--- config.mk ---
export PLATFORM = sky130hd
export DESIGN_NAME = key_event_counter
export DESIGN_NICKNAME = d
export VERILOG_FILES = /design/src/rtl/key_event_counter.sv
export SDC_FILE = /design/constraint.sdc
export NUM_CORES = 1
export LEC_CHECK = 0
export CAP_MARGIN = 5
export CORE_MARGIN = 3
export CORE_UTILIZATION = 55
export DETAILED_ROUTE_END_ITERATION = 10
export PLACE_DENSITY = 0.84
export SYNTH_ARGS = -nofsm -noshare
export SYNTH_HDL_FRONTEND = slang
export SYNTH_SLANG_ARGS = --single-unit
--- constraint.sdc ---
create_clock -name clock -period 4.8 [get_ports clock]
set_input_delay 0.96 -clock clock [delete_from_list [all_inputs] [get_ports clock]]
set_output_delay 0.96 -clock clock [all_outputs]
set_load 0.02 [all_outputs]
--- src/rtl/key_event_counter.sv ---
// key_event_counter: debounced active-low keys driving a 4-digit hex/BCD up/down counter with auto-run.
module key_event_counter #(
  parameter int DEBOUNCE_CYCLES = 240000,
  parameter int TICK_CYCLES = 24000000
) (
  input  logic        clock,
  input  logic        reset,
  input  logic [3:0]  key,
  input  logic [9:0]  sw,
  output logic [15:0] digits,
  output logic        carry,
  output logic        running,
  output logic [3:0]  key_pulse
);
  localparam int CW = $clog2(DEBOUNCE_CYCLES);
  localparam int PW = $clog2(TICK_CYCLES);
  logic [3:0] sync1, sync2, deb, deb_d;
  logic [CW-1:0] stab [4];
  logic [PW-1:0] pre;
  logic tick, step, wrap, c;
  logic [3:0] d, lo0, lo1;
  logic [16:0] hex_res;
  logic [15:0] bcd_res, stepped;
  always_ff @(posedge clock or posedge reset) begin
    if (reset) begin
      sync1 <= '1;
      sync2 <= '1;
      deb <= '1;
      deb_d <= '1;
      key_pulse <= '0;
      for (int i = 0; i < 4; i++) stab[i] <= '0;
    end else begin
      sync1 <= key;
      sync2 <= sync1;
      deb_d <= deb;
      key_pulse <= deb_d & ~deb;
      for (int i = 0; i < 4; i++) begin
        if (sync2[i] == deb[i]) stab[i] <= '0;
        else if (stab[i] == CW'(DEBOUNCE_CYCLES - 1)) begin
          deb[i] <= sync2[i];
          stab[i] <= '0;
        end else stab[i] <= stab[i] + 1'b1;
      end
    end
  end
  // Tick is registered so the first auto step lands TICK_CYCLES+1 edges after running rises.
  always_ff @(posedge clock or posedge reset) begin
    if (reset) begin
      pre <= '0;
      tick <= 1'b0;
    end else begin
      pre <= key_pulse[1] ? '0 : !running ? pre : (pre == PW'(TICK_CYCLES - 1)) ? '0 : pre + 1'b1;
      tick <= running && pre == PW'(TICK_CYCLES - 1) && !key_pulse[1];
    end
  end
  always_comb begin
    step = key_pulse[0] | tick;
    hex_res = sw[1] ? {1'b0, digits} - 17'd1 : {1'b0, digits} + 17'd1;
    bcd_res = digits;
    c = 1'b1;
    d = '0;
    for (int j = 0; j < 4; j++) begin
      d = digits[4*j +: 4];
      bcd_res[4*j +: 4] = !c ? d : !sw[1] ? (d >= 4'd9 ? 4'd0 : d + 4'd1) : (d == 4'd0 || d > 4'd9) ? 4'd9 : d - 4'd1;
      c = c && (sw[1] ? d == 4'd0 : d >= 4'd9);
    end
    {wrap, stepped} = sw[0] ? {c, bcd_res} : hex_res;
    lo1 = (sw[0] && sw[9:6] > 4'd9) ? 4'd9 : sw[9:6];
    lo0 = (sw[0] && sw[5:2] > 4'd9) ? 4'd9 : sw[5:2];
  end
  always_ff @(posedge clock or posedge reset) begin
    if (reset) begin
      digits <= '0;
      carry <= 1'b0;
      running <= 1'b0;
    end else begin
      running <= running ^ key_pulse[3];
      carry <= !key_pulse[1] && !key_pulse[2] && step && wrap;
      digits <= key_pulse[1] ? 16'h0000 : key_pulse[2] ? {8'h00, lo1, lo0} : step ? stepped : digits;
    end
  end
endmodule

## Word-level counts from Yosys, hierarchy flattened

Index checks and enable logic that the tools add are counted.

| operators by class | value |
|---|---|
| add/sub/neg operators | 15 |
| $lt $le $gt $ge | 10 |
| equality and inequality tests | 12 |
| multiplexer cells | 37 |
| bitwise gates (word level) | 8 |
| reduce and logical (&&, ||, !) cells | 29 |

Operator list:

| kind | number |
|---|---|
| 18-bit 2-to-1 mux | 8 |
| 25-bit 2-to-1 mux | 3 |
| 18-bit by 1-bit adder with 18-bit output (second input constant) | 4 |
| 18-bit == test (second input constant) | 4 |
| 4-bit 2-to-1 mux | 17 |
| 16-bit 2-to-1 mux | 3 |
| 17-bit 2-to-1 mux | 2 |
| 25-bit by 1-bit adder with 25-bit output (second input constant) | 1 |
| 25-bit == test (second input constant) | 1 |
| 4-bit greater-than comparator (second input constant) | 6 |
| 16-bit by 1-bit adder with 17-bit output (second input constant) | 1 |
| 16-bit by 1-bit subtractor with 17-bit output (second input constant) | 1 |
| 4-bit by 1-bit adder with 4-bit output (second input constant) | 4 |
| 4-bit greater-or-equal comparator (second input constant) | 4 |
| 4-bit zero test | 4 |
| 4-bit by 1-bit subtractor with 4-bit output (second input constant) | 4 |
| 2-bit AND reduction | 7 |
| 4-bit by 1-bit != test with 1-bit output (second input constant) | 3 |
| 1-bit logical AND | 10 |
| 4-bit bitwise AND | 1 |
| 1-bit == test | 4 |
| 1-bit logical OR | 4 |
| 1-bit 2-to-1 mux | 4 |
| 1-bit inverter | 4 |
| 6 further kinds | 7 |

| word-level totals | value |
|---|---|
| flip-flop bits (word level) | 136 |
| output and inout port bits | 22 |
| word-level logic and storage cells | 131 |

## Depth between registers and ports, before layout

Gate-level depths: netlist of the first run.

| logic depth | value |
|---|---|
| word-level depth | 9 |
| gate-level depth with buffers | 9 |
| mapped depth without buffers | 8 |

## Least setup slack after synthesis of the first run

No wires, ideal clock.

| path | value |
|---|---|
| kind | input-to-reg |
| from | input port sw[1] |
| to | register digits[12] |
| arrival time | 2.621 ns |
| data required time | 4.674 ns |
| setup slack | 2.053 ns |
| stages on the path | 9 |
| path through | inv_1 > clkbuf_1 > fa_1 > nor2b_1 > o31a_2 > o21ai_1 > nor2b_1 > xnor2_1 > a221o_1 |

| between the ends | value |
|---|---|
| longest elaborated chain between the ends | 6 |
| elaborated cells on any way between the ends | 14 |
| classes of those cells | eq/ne (1); mux (10); reduce/logical (3) |

RTL lines:

| element | RTL line | source |
|---|---|---|
| from (decl) | 9 | `input logic [9:0] sw,` |
| 4-bit 2-to-1 mux (2 in a row) | 64 | `bcd_res[4*j +: 4] = !c ? d : !sw[1] ? (d >= 4'd9 ? 4'd0 : d + 4'd1) : (d == 4'd0 \|\| d > 4'd9) ? 4'd9 : d - 4'd ...` |
| 17-bit 2-to-1 mux | 67 | `{wrap, stepped} = sw[0] ? {c, bcd_res} : hex_res;` |
| 16-bit 2-to-1 mux (3 in a row) | 79 | `digits <= key_pulse[1] ? 16'h0000 : key_pulse[2] ? {8'h00, lo1, lo0} : step ? stepped : digits;` |
| to (signal assigned) | 79 |  |
| to (decl) | 10 | `output logic [15:0] digits,` |

Parallel ways exist; a longest one is shown, timed or not. The select of a mux whose other input is x is not followed.
A chain may end at the register's enable or synchronous reset.

## Final worst setup path of the first run

| path | value |
|---|---|
| from | input port sw[1] |
| to | register digits[11] |

Same word-level chain as after synthesis.

==> run summary, run 1 <==
Status: completed
Met1 usage in global routing: 28.25%
Final ANT Viol Nets: 0
TNS Setup: 0 ns
Synth area leader: dfrtp_1
Seq/Total Area, Yosys: 42.50%
TritonCTS Buffers: 17
DP Area: 0.008556 mm^2
Reg2reg start: digits[3]
Post-synthesis cell area: 0.008054 mm^2
#FFs+latches synth: 136
Synth Instances: 879
RSZ-0062 raised after global routing: no
Final max-slew violation count: 0
Max-slew headroom: 45.93%
# fillers: 1144
Syn_area_per_cell: 9.163 um^2
Cts repair resizes: 0
Data arrival, critical path: 3.72 ns
WS Path Type: in2reg
Initial DRC count: 459
Die Y: 127.0 um
Startpoint of the worst hold path: sync1[1]
Synth top area share: 37.28%
Area delta synth->final: 13.89%
Post-CTS Setup Inserts: 0
Worst skew pair latency: 0.42 ns
Rows: 43
Netlist cell types: 79
WL per Instance: 15.42 um
Maximum net fanout on the critical path: 13
Worst EP required: 5.11 ns
CP dominant cell by count: a21oi_2
Post-Syn Nets: 928
Root buf cell: clkbuf_16
H-tree Lvls: 4
# IOs: 38
FF-to-FF path depth: 7
Die ar.: 0.01613 mm^2
Core Box Area: 0.01410 mm^2
Worst path top cell family by delay: buffers and inverters
CP bufs+invs: 3
Yosys Warn Count: 0
DRC errors left: 0
Static Leakage: 3.992 nW
HPWL after DPL: 11500 um
GRT overflow: 0
Clock-pin slew on the worst setup and hold paths: 0.06 ns
Final setup fails: 0
Count leader, synth: nor2_1
Final Net Count: 958
CTS tree: built
WHS Endpoint: sync2[1]
VDD IR max: 0.1834 mV
Clk sinks: 136
Vias in the first global route: 6287
FFs w/ async S/R, synth: 100.0%
Min-Delay Path Depth: 0
Final min period: 3.416 ns
Reg2reg end: digits[11]
Worst reg-to-reg setup slack: 2.30 ns
Setup crit start kind: primary input
Vias: 6518
Cell breakdown of the critical path: clkdlybuf4s50_1 -> buf_4 -> ha_1 -> a21oi_2 -> o21ai_0 -> clkinv_1 -> a21oi_2 -> or4_1 -> a32o_1
Pin count of the biggest net entering global routing: 94
Met3 Resource Use GR: 4.348%
Grt met2 use: 35.90%
Initial antenna violation count: 0
Post-synth top cells: nor2_1 (122), dfrtp_1 (120), nand2_1 (70)
Number of synthesized flops with an enable pin: 0
Final Hold Fails: 0
WP depth: 9
GR peak layer: met2
F_max: 292.7 MHz
Max Cap Violations: 0
Final Instance Area: 0.009173 mm^2
Slew @ Worst Pin: 0.8110 ns
Final period util: 71.17%
Initial Util: 57.14%
Top post-synthesis cells by area: dfrtp_1 (37%), xor2_1 (6.7%), nor2_1 (5.7%)
Post-CTS Hold Buffers: 0
Routed wire length: 16990 um
Dominant synthesized flop cell: dfrtp_1
Max incr delay on CP: 0.84 ns
Power density cells: 306.5 mW/mm^2
Die width: 127.0 um
Share of cells above drive strength 1: 8.568%
Worst hold-check path type: reg2reg
Multi-input logic area: 0.004389 mm^2
Worst Skew: 0.006245 ns
PortBufs: 37
Total GRT Usage: 21.77%
Critical Path Sink Type: flop
Drt pass-1 iters: 5
Buffer depth of the longest clock path: 2
Via-to-Cell Ratio: 5.915
RePlAce Congestion: 0.9038
Register area: 0.003423 mm^2
CP max stage cell: clkdlybuf4s50_1
First-pass GRT wire length: 29030 um
Antenna Cells: 0
[area by class of cell]
| cell class | instances | area share, % |
|---|---|---|
| multi-input combinational | 685 | 47.85 |
| sequential | 136 | 37.32 |
| clock buffer | 22 | 5.170 |
| timing repair buffer | 43 | 4.529 |
| tap | 180 | 2.455 |
| clock inverter | 10 | 1.555 |
| inverter | 26 | 1.119 |
[metal layers]
metal  up-vias  wire length [um]
li1       3173                 -
met1      3135              7562
met2       177              8227
met3        33               821
met4         0               378
met5         -                 0
[layout by cell type (no fill, tap or decap), drive strengths merged, types with 26 or more instances in the layout]
| cell | Yosys | layout |
|---|---|---|
| o21ai | 41 | 41 |
| nor2 | 124 | 124 |
| xor2 | 62 | 62 |
| dfrtp | 120 | 120 |
| xnor2 | 32 | 32 |
| a21oi | 39 | 39 |
| nand2 | 70 | 70 |
| clkdlybuf4s50 | 0 | 37 |
| nand3 | 53 | 53 |
| ha | 32 | 32 |
| inv | 25 | 26 |
[metrics by stage]
step	std cells	setup slack, ns	hold slack (ns)	total power, W	util [%]
2_1_floorplan	879	0.2270	0.3452	0.001406	-
3_3_place_gp	1070	1.102	0.3453	0.001477	60.70
3_5_place_dp	1070	1.022	0.3472	0.001483	60.70
4_1_cts	1102	1.433	0.3550	0.002840	65.07
5_1_grt	1102	1.255	0.3559	0.002919	65.07
6_report	1102	1.384	0.3548	0.002812	65.07
[flip-flops by register name, indices dropped and copies added, names as in the netlist]
signal     cells
carry          1
stab          72
deb_d          4
tick           1
pre           25
key_pulse      4
deb            4
running        1
digits        16
sync1          4
sync2          4
[how the worst max path moves through the flow]
stage | startpoint | end
after floorplan | reset | carry
after global placement | sw[1] | digits[11]
after detailed placement | sw[1] | digits[11]
after CTS | sw[1] | digits[11]
after global routing | sw[1] | digits[11]
final | sw[1] | digits[11]
[logic make-up after synthesis]
logic type	after synthesis	synth area share (%)
AOI/OAI and AO/OA	161	13.24
xor gates and xnor gates	94	10.22
adders and majority gates	33	5.220
buffers and inverters	58	2.998
DFF	136	42.50
muxes	8	1.212
and+or+nand+nor	389	24.61
[where the power goes]
group	switching, W	internal [W]	leakage (nW)
combinational	0.000156	0.000114	1.90
clock	0.000487	0.000859	0.289
sequential	0.0000285	0.00117	1.81
total	0.000671	0.00214	3.99
Note: power is estimated with default switching activity, not from simulation.
==> inputs of run 2 (changes only) <==
--- a/config.mk
+++ b/config.mk
@@ -7,9 +7,9 @@
 export LEC_CHECK = 0
 export CAP_MARGIN = 5
 export CORE_MARGIN = 3
-export CORE_UTILIZATION = 55
+export CORE_UTILIZATION = 61
 export DETAILED_ROUTE_END_ITERATION = 10
-export PLACE_DENSITY = 0.84
+export PLACE_DENSITY = 0.87
 export SYNTH_ARGS = -nofsm -noshare
 export SYNTH_HDL_FRONTEND = slang
 export SYNTH_SLANG_ARGS = --single-unit
==> constraint.sdc (replaced) <==
create_clock -name clock -period 3.21 [get_ports clock]
set_input_delay 0.642 -clock clock [delete_from_list [all_inputs] [get_ports clock]]
set_output_delay 0.642 -clock clock [all_outputs]
set_load 0.02 [all_outputs]
==> run summary, run 2 (synthesis results as in run 1) <==
Max incr delay on CP: 0.51 ns (-0.33 ns)
Die width: 120.9 um (-4.8%)
Post-CTS Hold Buffers: 0 (unchanged)
Final max-slew violation count: 0 (unchanged)
Buffer depth of the longest clock path: 2 (unchanged)
Final ANT Viol Nets: 0 (unchanged)
CP dominant cell by count: nor2b_1
PortBufs: 37 (unchanged)
Routed wire length: 17380 um (+2.3%)
CTS tree: built
VDD IR max: 0.4231 mV (+130%)
Static Leakage: 4.069 nW (+1.9%)
Top reg by flops: stab
Place WS: 0.09493 ns (-0.9272 ns)
Maximum net fanout on the critical path: 30 (+17)
Initial DRC count: 537 (+17%)
Power density cells: 477.1 mW/mm^2 (+56%)
Status: completed
Vias in the first global route: 6325 (+0.60%)
Final min period: 2.721 ns
Data arrival, critical path: 3.03 ns (-0.69 ns)
First-pass GRT wire length: 29720 um (+2.4%)
Slew @ Worst Pin: 0.5636 ns (-0.2474 ns)
Die Y: 120.9 um (-4.8%)
Post-CTS Setup Inserts: 0 (unchanged)
Root buf cell: clkbuf_16
Vias: 6612 (+1.4%)
Setup WS post-layout: 0.4892 ns (-0.8947 ns)
RePlAce Congestion: 0.9423 (+4.3%)
Critical Path Sink Type: flop
RSZ-0062 raised after global routing: no
Final setup fails: 0 (unchanged)
WL per Instance: 15.77 um (+2.3%)
Cts repair resizes: 0 (unchanged)
Worst EP required: 3.52 ns (-1.59 ns)
Worst hold-check path type: reg2reg
Via-to-Cell Ratio: 6.000 (+1.4%)
F_max: 367.5 MHz
GRT overflow: 0 (unchanged)
Setup crit start kind: primary input
Worst Skew: 0.01545 ns (+0.009209 ns)
Max-slew headroom: 62.10% (+16 points)
Total GRT Usage: 25.03% (+3.3 points)
Final Net Count: 966 (+0.84%)
Final period util: 84.76%
Antenna Cells: 0 (unchanged)
Most common cell after layout, fill and taps aside: nor2_1
Register area: 0.003423 mm^2 (unchanged)
Drt pass-1 iters: 5 (unchanged)
# IOs: 38 (unchanged)
Clock-pin slew on the worst setup and hold paths: 0.06 ns (about the same)
# fillers: 891 (-22%)
Max Cap Violations: 0 (unchanged)
Worst skew pair latency: 0.43 ns (about the same)
HPWL after DPL: 11490 um (about the same)
TritonCTS Buffers: 17 (unchanged)
Final Hold Fails: 0 (unchanged)
Top Registers: stab (72), pre (25), digits (16)
Initial antenna violation count: 0 (unchanged)
Pin count of the biggest net entering global routing: 106 (+13%)
Core Box Area: 0.01277 mm^2 (-9.4%)
Area delta synth->final: 15.57%
DRC errors left: 0 (unchanged)
Clk sinks: 136 (unchanged)
TNS Setup: 0 ns (unchanged)
Die ar.: 0.01462 mm^2 (-9.4%)
Max reg flops: 72 (unchanged)
WS Path Type: in2reg
Multi-input logic area: 0.004389 mm^2 (unchanged)
Cell breakdown of the critical path: clkdlybuf4s50_1 -> buf_12 -> inv_1 -> fa_1 -> nor2b_1 -> o31a_2 -> o21ai_1 -> nor2b_1 -> xnor2_1 -> a221o_1
H-tree Lvls: 4 (unchanged)
Initial Util: 63.05% (+5.9 points)
Most frequent cells in the layout: nor2_1 (122), dfrtp_1 (120), nand2_1 (70), xor2_1 (62), nand3_1 (53)
CP max stage cell: clkdlybuf4s50_1
Rows: 41 (-4.7%)
Share of cells above drive strength 1: 9.462% (+0.89 points)
[run 2: cell types whose count changed in the layout (fill, tap and decap cells not counted), sizes merged]
cell,change
buf,+8
inv,-1
bufinv,+3
clkbuf,-2
[run 2: area by class of cell]
cell class | count | area share (%)
sequential | 136 | 36.78
inverter | 26 | 1.089
multi-input combinational | 685 | 47.16
clock buffer | 20 | 4.907
timing repair buffer | 51 | 5.377
tap | 172 | 2.312
clock inverter | 12 | 2.379
[run 2: where the power goes]
part | internal, W | switching (W) | leakage (nW)
clock network | 0.00150 | 0.000736 | 0.323
registers | 0.00175 | 0.0000435 | 1.81
logic | 0.000179 | 0.000240 | 1.94
[run 2: worst paths after layout]
| check | cells past startpoint | end | slack, ns | from |
|---|---|---|---|---|
| max in group asynchronous | 3 | deb_d[1] | 2.06 | reset |
| min reg2reg | 0 | sync2[0] | 0.36 | sync1[0] |
| min in group asynchronous | 3 | pre[6] | 0.71 | reset |
| max reg2reg | 7 | digits[12] | 0.71 | digits[0] |
| min | 0 | sync2[0] | 0.36 | sync1[0] |
| max | 10 | digits[12] | 0.49 | sw[1] |
[run 2: through the flow]
step / util (%) / instance area [um^2] / total power (W) / std cells / hold slack [ns]
after floorplan: - / 8058 / 0.002103 / 879 / 0.3452
after global placement: 67.56 / 8630 / 0.002217 / 1070 / 0.3465
after detailed placement: 67.56 / 8630 / 0.002225 / 1070 / 0.3481
after CTS: 72.87 / 9308 / 0.004464 / 1102 / 0.3564
after global routing: 72.87 / 9308 / 0.004590 / 1102 / 0.3590
final: 72.87 / 9308 / 0.004441 / 1102 / 0.3555
[run 2: worst max-delay path: cells and delay by family]
| family | cells | cell delay, ns |
|---|---|---|
| compound gates | 3 | 0.57 |
| xor+xnor | 1 | 0.14 |
| fa+ha+maj | 1 | 0.47 |
| buf+inv | 3 | 0.81 |
| simple gates | 2 | 0.39 |
[run 2: layer usage]
metal	vias to the layer above	wire (um)	global-route usage [%]
met2	189	8394	40.53
met5	-	0	0
met1	3185	7862	34.05
met4	0	301	8.003
met3	26	819	5.035
li1	3212	-	-
==> inputs of run 3 (changes only) <==
==> constraint.sdc (replaced) <==
create_clock -name clock -period 2.57 [get_ports clock]
set_input_delay 0.514 -clock clock [delete_from_list [all_inputs] [get_ports clock]]
set_output_delay 0.514 -clock clock [all_outputs]
set_load 0.02 [all_outputs]
==> run summary, run 3 (synthesis results as in run 1) <==
Status: completed
# IOs: 38 (unchanged)
Rows: 41 (unchanged)
RSZ-0062 raised after global routing: no
Power density cells: 558.3 mW/mm^2 (+17%)
TritonCTS Buffers: 17 (unchanged)
CTS tree: built
Die width: 120.9 um (unchanged)
Data arrival, critical path: 2.76 ns (-0.27 ns)
Worst reg-to-reg setup slack: 0.28 ns (-0.43 ns)
DRC errors left: 0 (unchanged)
Final Net Count: 1013 (+4.9%)
Int Pwr: 0.004121 W (+20%)
Final period util: 95.45%
Most common cell after layout, fill and taps aside: nor2_1
Buffer depth of the longest clock path: 2 (unchanged)
H-tree Lvls: 4 (unchanged)
Drt pass-1 iters: 5 (unchanged)
Max-slew headroom: 63.22% (+1.1 points)
Worst hold-check path type: in2async
Final setup fails: 0 (unchanged)
Initial Util: 63.05% (unchanged)
Clock Power Share: 47.3% (-3.0 points)
Pin count of the biggest net entering global routing: 70 (-34%)
Post-CTS Hold Buffers: 0 (unchanged)
Register area: 0.003423 mm^2 (unchanged)
Top Registers: stab (72), pre (25), digits (16)
Hold slack: 0.3222 ns (-0.03329 ns)
Antenna Cells: 0 (unchanged)
HPWL after DPL: 12160 um (+5.8%)
Multi-input logic area: 0.004412 mm^2 (+0.51%)
Post-CTS Setup Inserts: 0 (unchanged)
Final Hold Fails: 0 (unchanged)
Clock-pin slew on the worst setup and hold paths: 0.06 ns (about the same)
Vias: 6846 (+3.5%)
Place WS: -0.3227 ns (-0.4176 ns)
Flop pwr share: 41.4% (+1.1 points)
Net switching fraction of the power: 23.33% (+0.39 points)
Final ANT Viol Nets: 0 (unchanged)
RePlAce Congestion: 0.9763 (+3.6%)
Maximum net fanout on the critical path: 18 (-40%)
WL per Instance: 16.06 um (+1.9%)
Via-to-Cell Ratio: 5.958 (-0.70%)
Worst skew pair latency: 0.43 ns (about the same)
Worst EP required: 2.88 ns (-0.64 ns)
Reg2reg end: digits[9]
Root buf cell: clkbuf_16
Static Leakage: 4.273 nW (+5.0%)
F_max: 407.7 MHz
Initial antenna violation count: 0 (unchanged)
Final min period: 2.453 ns
Critical Path Sink Type: flop
Total GRT Usage: 26.03% (+1.0 points)
Die Y: 120.9 um (unchanged)
Most frequent cells in the layout: nor2_1 (122), dfrtp_1 (120), nand2_1 (70), xor2_1 (62), buf_4 (59)
Sw Pwr: 0.001254 W (+23%)
Vias in the first global route: 6925 (+9.5%)
First-pass GRT wire length: 30910 um (+4.0%)
Setup crit start kind: primary input
Fin util: 75.37% (+2.5 points)
Core Box Area: 0.01277 mm^2 (unchanged)
Slew @ Worst Pin: 0.5497 ns (-0.01388 ns)
Initial DRC count: 488 (-9.1%)
Reg2reg start: digits[4]
Worst Skew: 0.009315 ns (-0.006140 ns)
Area delta synth->final: 19.54%
Max reg flops: 72 (unchanged)
Comb pwr share: 11.3% (+1.9 points)
Max Cap Violations: 0 (unchanged)
Clk sinks: 136 (unchanged)
Routed wire length: 18460 um (+6.2%)
PortBufs: 37 (unchanged)
Setup WS post-layout: 0.1170 ns (-0.3722 ns)
Top reg by flops: stab
Die ar.: 0.01462 mm^2 (unchanged)
Final max-slew violation count: 0 (unchanged)
# fillers: 827 (-7.2%)
CP Launch Point: sw[1]
VDD IR max: 0.4820 mV (+14%)
WS Path Type: in2reg
FF-to-FF path depth: 8 (+1)
GRT overflow: 0 (unchanged)
Share of cells above drive strength 1: 13.92% (+4.5 points)
## run 3: cell count changes in the layout (fill, tap and decap cells not counted), sizes merged
cell / before / now
buf: 14 / 61
clkinvlp: 4 / 3
bufinv: 6 / 3
clkbuf: 20 / 26
clkinv: 3 / 1
## run 3: worst max-delay path, cell delays in order
cell and delay, ns:
clkdlybuf4s50_1 0.51, buf_12 0.16, inv_1 0.08, fa_1 0.47
nor2b_2 0.17, o31a_2 0.19, o21ai_2 0.09, nor2b_1 0.15
xnor2_1 0.11, a221o_1 0.28
## run 3: worst max-delay path by stage
stage                 endpoint  slack [ns]  cells after the start
detailed placement  digits[14]       -0.32                     10
finish              digits[12]        0.12                     10
global placement    digits[12]       -0.28                     10
floorplan           digits[12]        0.27                      9
CTS                 digits[11]        0.09                      9
global route        digits[11]        0.03                     10
## run 3: through the flow
step	setup TNS [ns]	std cells	total power [W]	instance area, um^2
2_1_floorplan	0	879	0.002627	8058
3_3_place_gp	-2.155	1117	0.002836	8982
3_5_place_dp	-2.697	1117	0.002850	8982
4_1_cts	0	1149	0.005394	9605
5_1_grt	0	1149	0.005561	9628
6_report	0	1149	0.005375	9628
## run 3: final cells by class
type / instances / area share, %
Inverter: 26 / 1.053
Clock buffer: 26 / 5.289
Sequential cell: 136 / 35.56
Multi-Input combinational cell: 685 / 45.82
Timing Repair Buffer: 98 / 8.863
Tap cell: 172 / 2.235
Clock inverter: 6 / 1.183
## run 3: layer usage
layer	wire length (um)	global-route usage [%]	part of all wire (%)
met5	0	0	0
met4	531	11.26	2.9
met3	717	4.476	3.9
met2	9116	43.56	49
met1	8092	33.39	44
## run 3: power groups by stage
stage	clock (W)	sequential [W]	combinational, W
after floorplan	0	0.00226	0.000363
after global placement	0	0.00226	0.000577
after detailed placement	0	0.00226	0.000589
after CTS	0.00257	0.00222	0.000599
after global routing	0.00266	0.00223	0.000673
final	0.00254	0.00223	0.000607
## run 3: timing repair
action | CTS | global route
resized for setup | 0 | 4
endpoints found under the hold margin | 0 | 0
setup endpoints to repair | 0 | 4
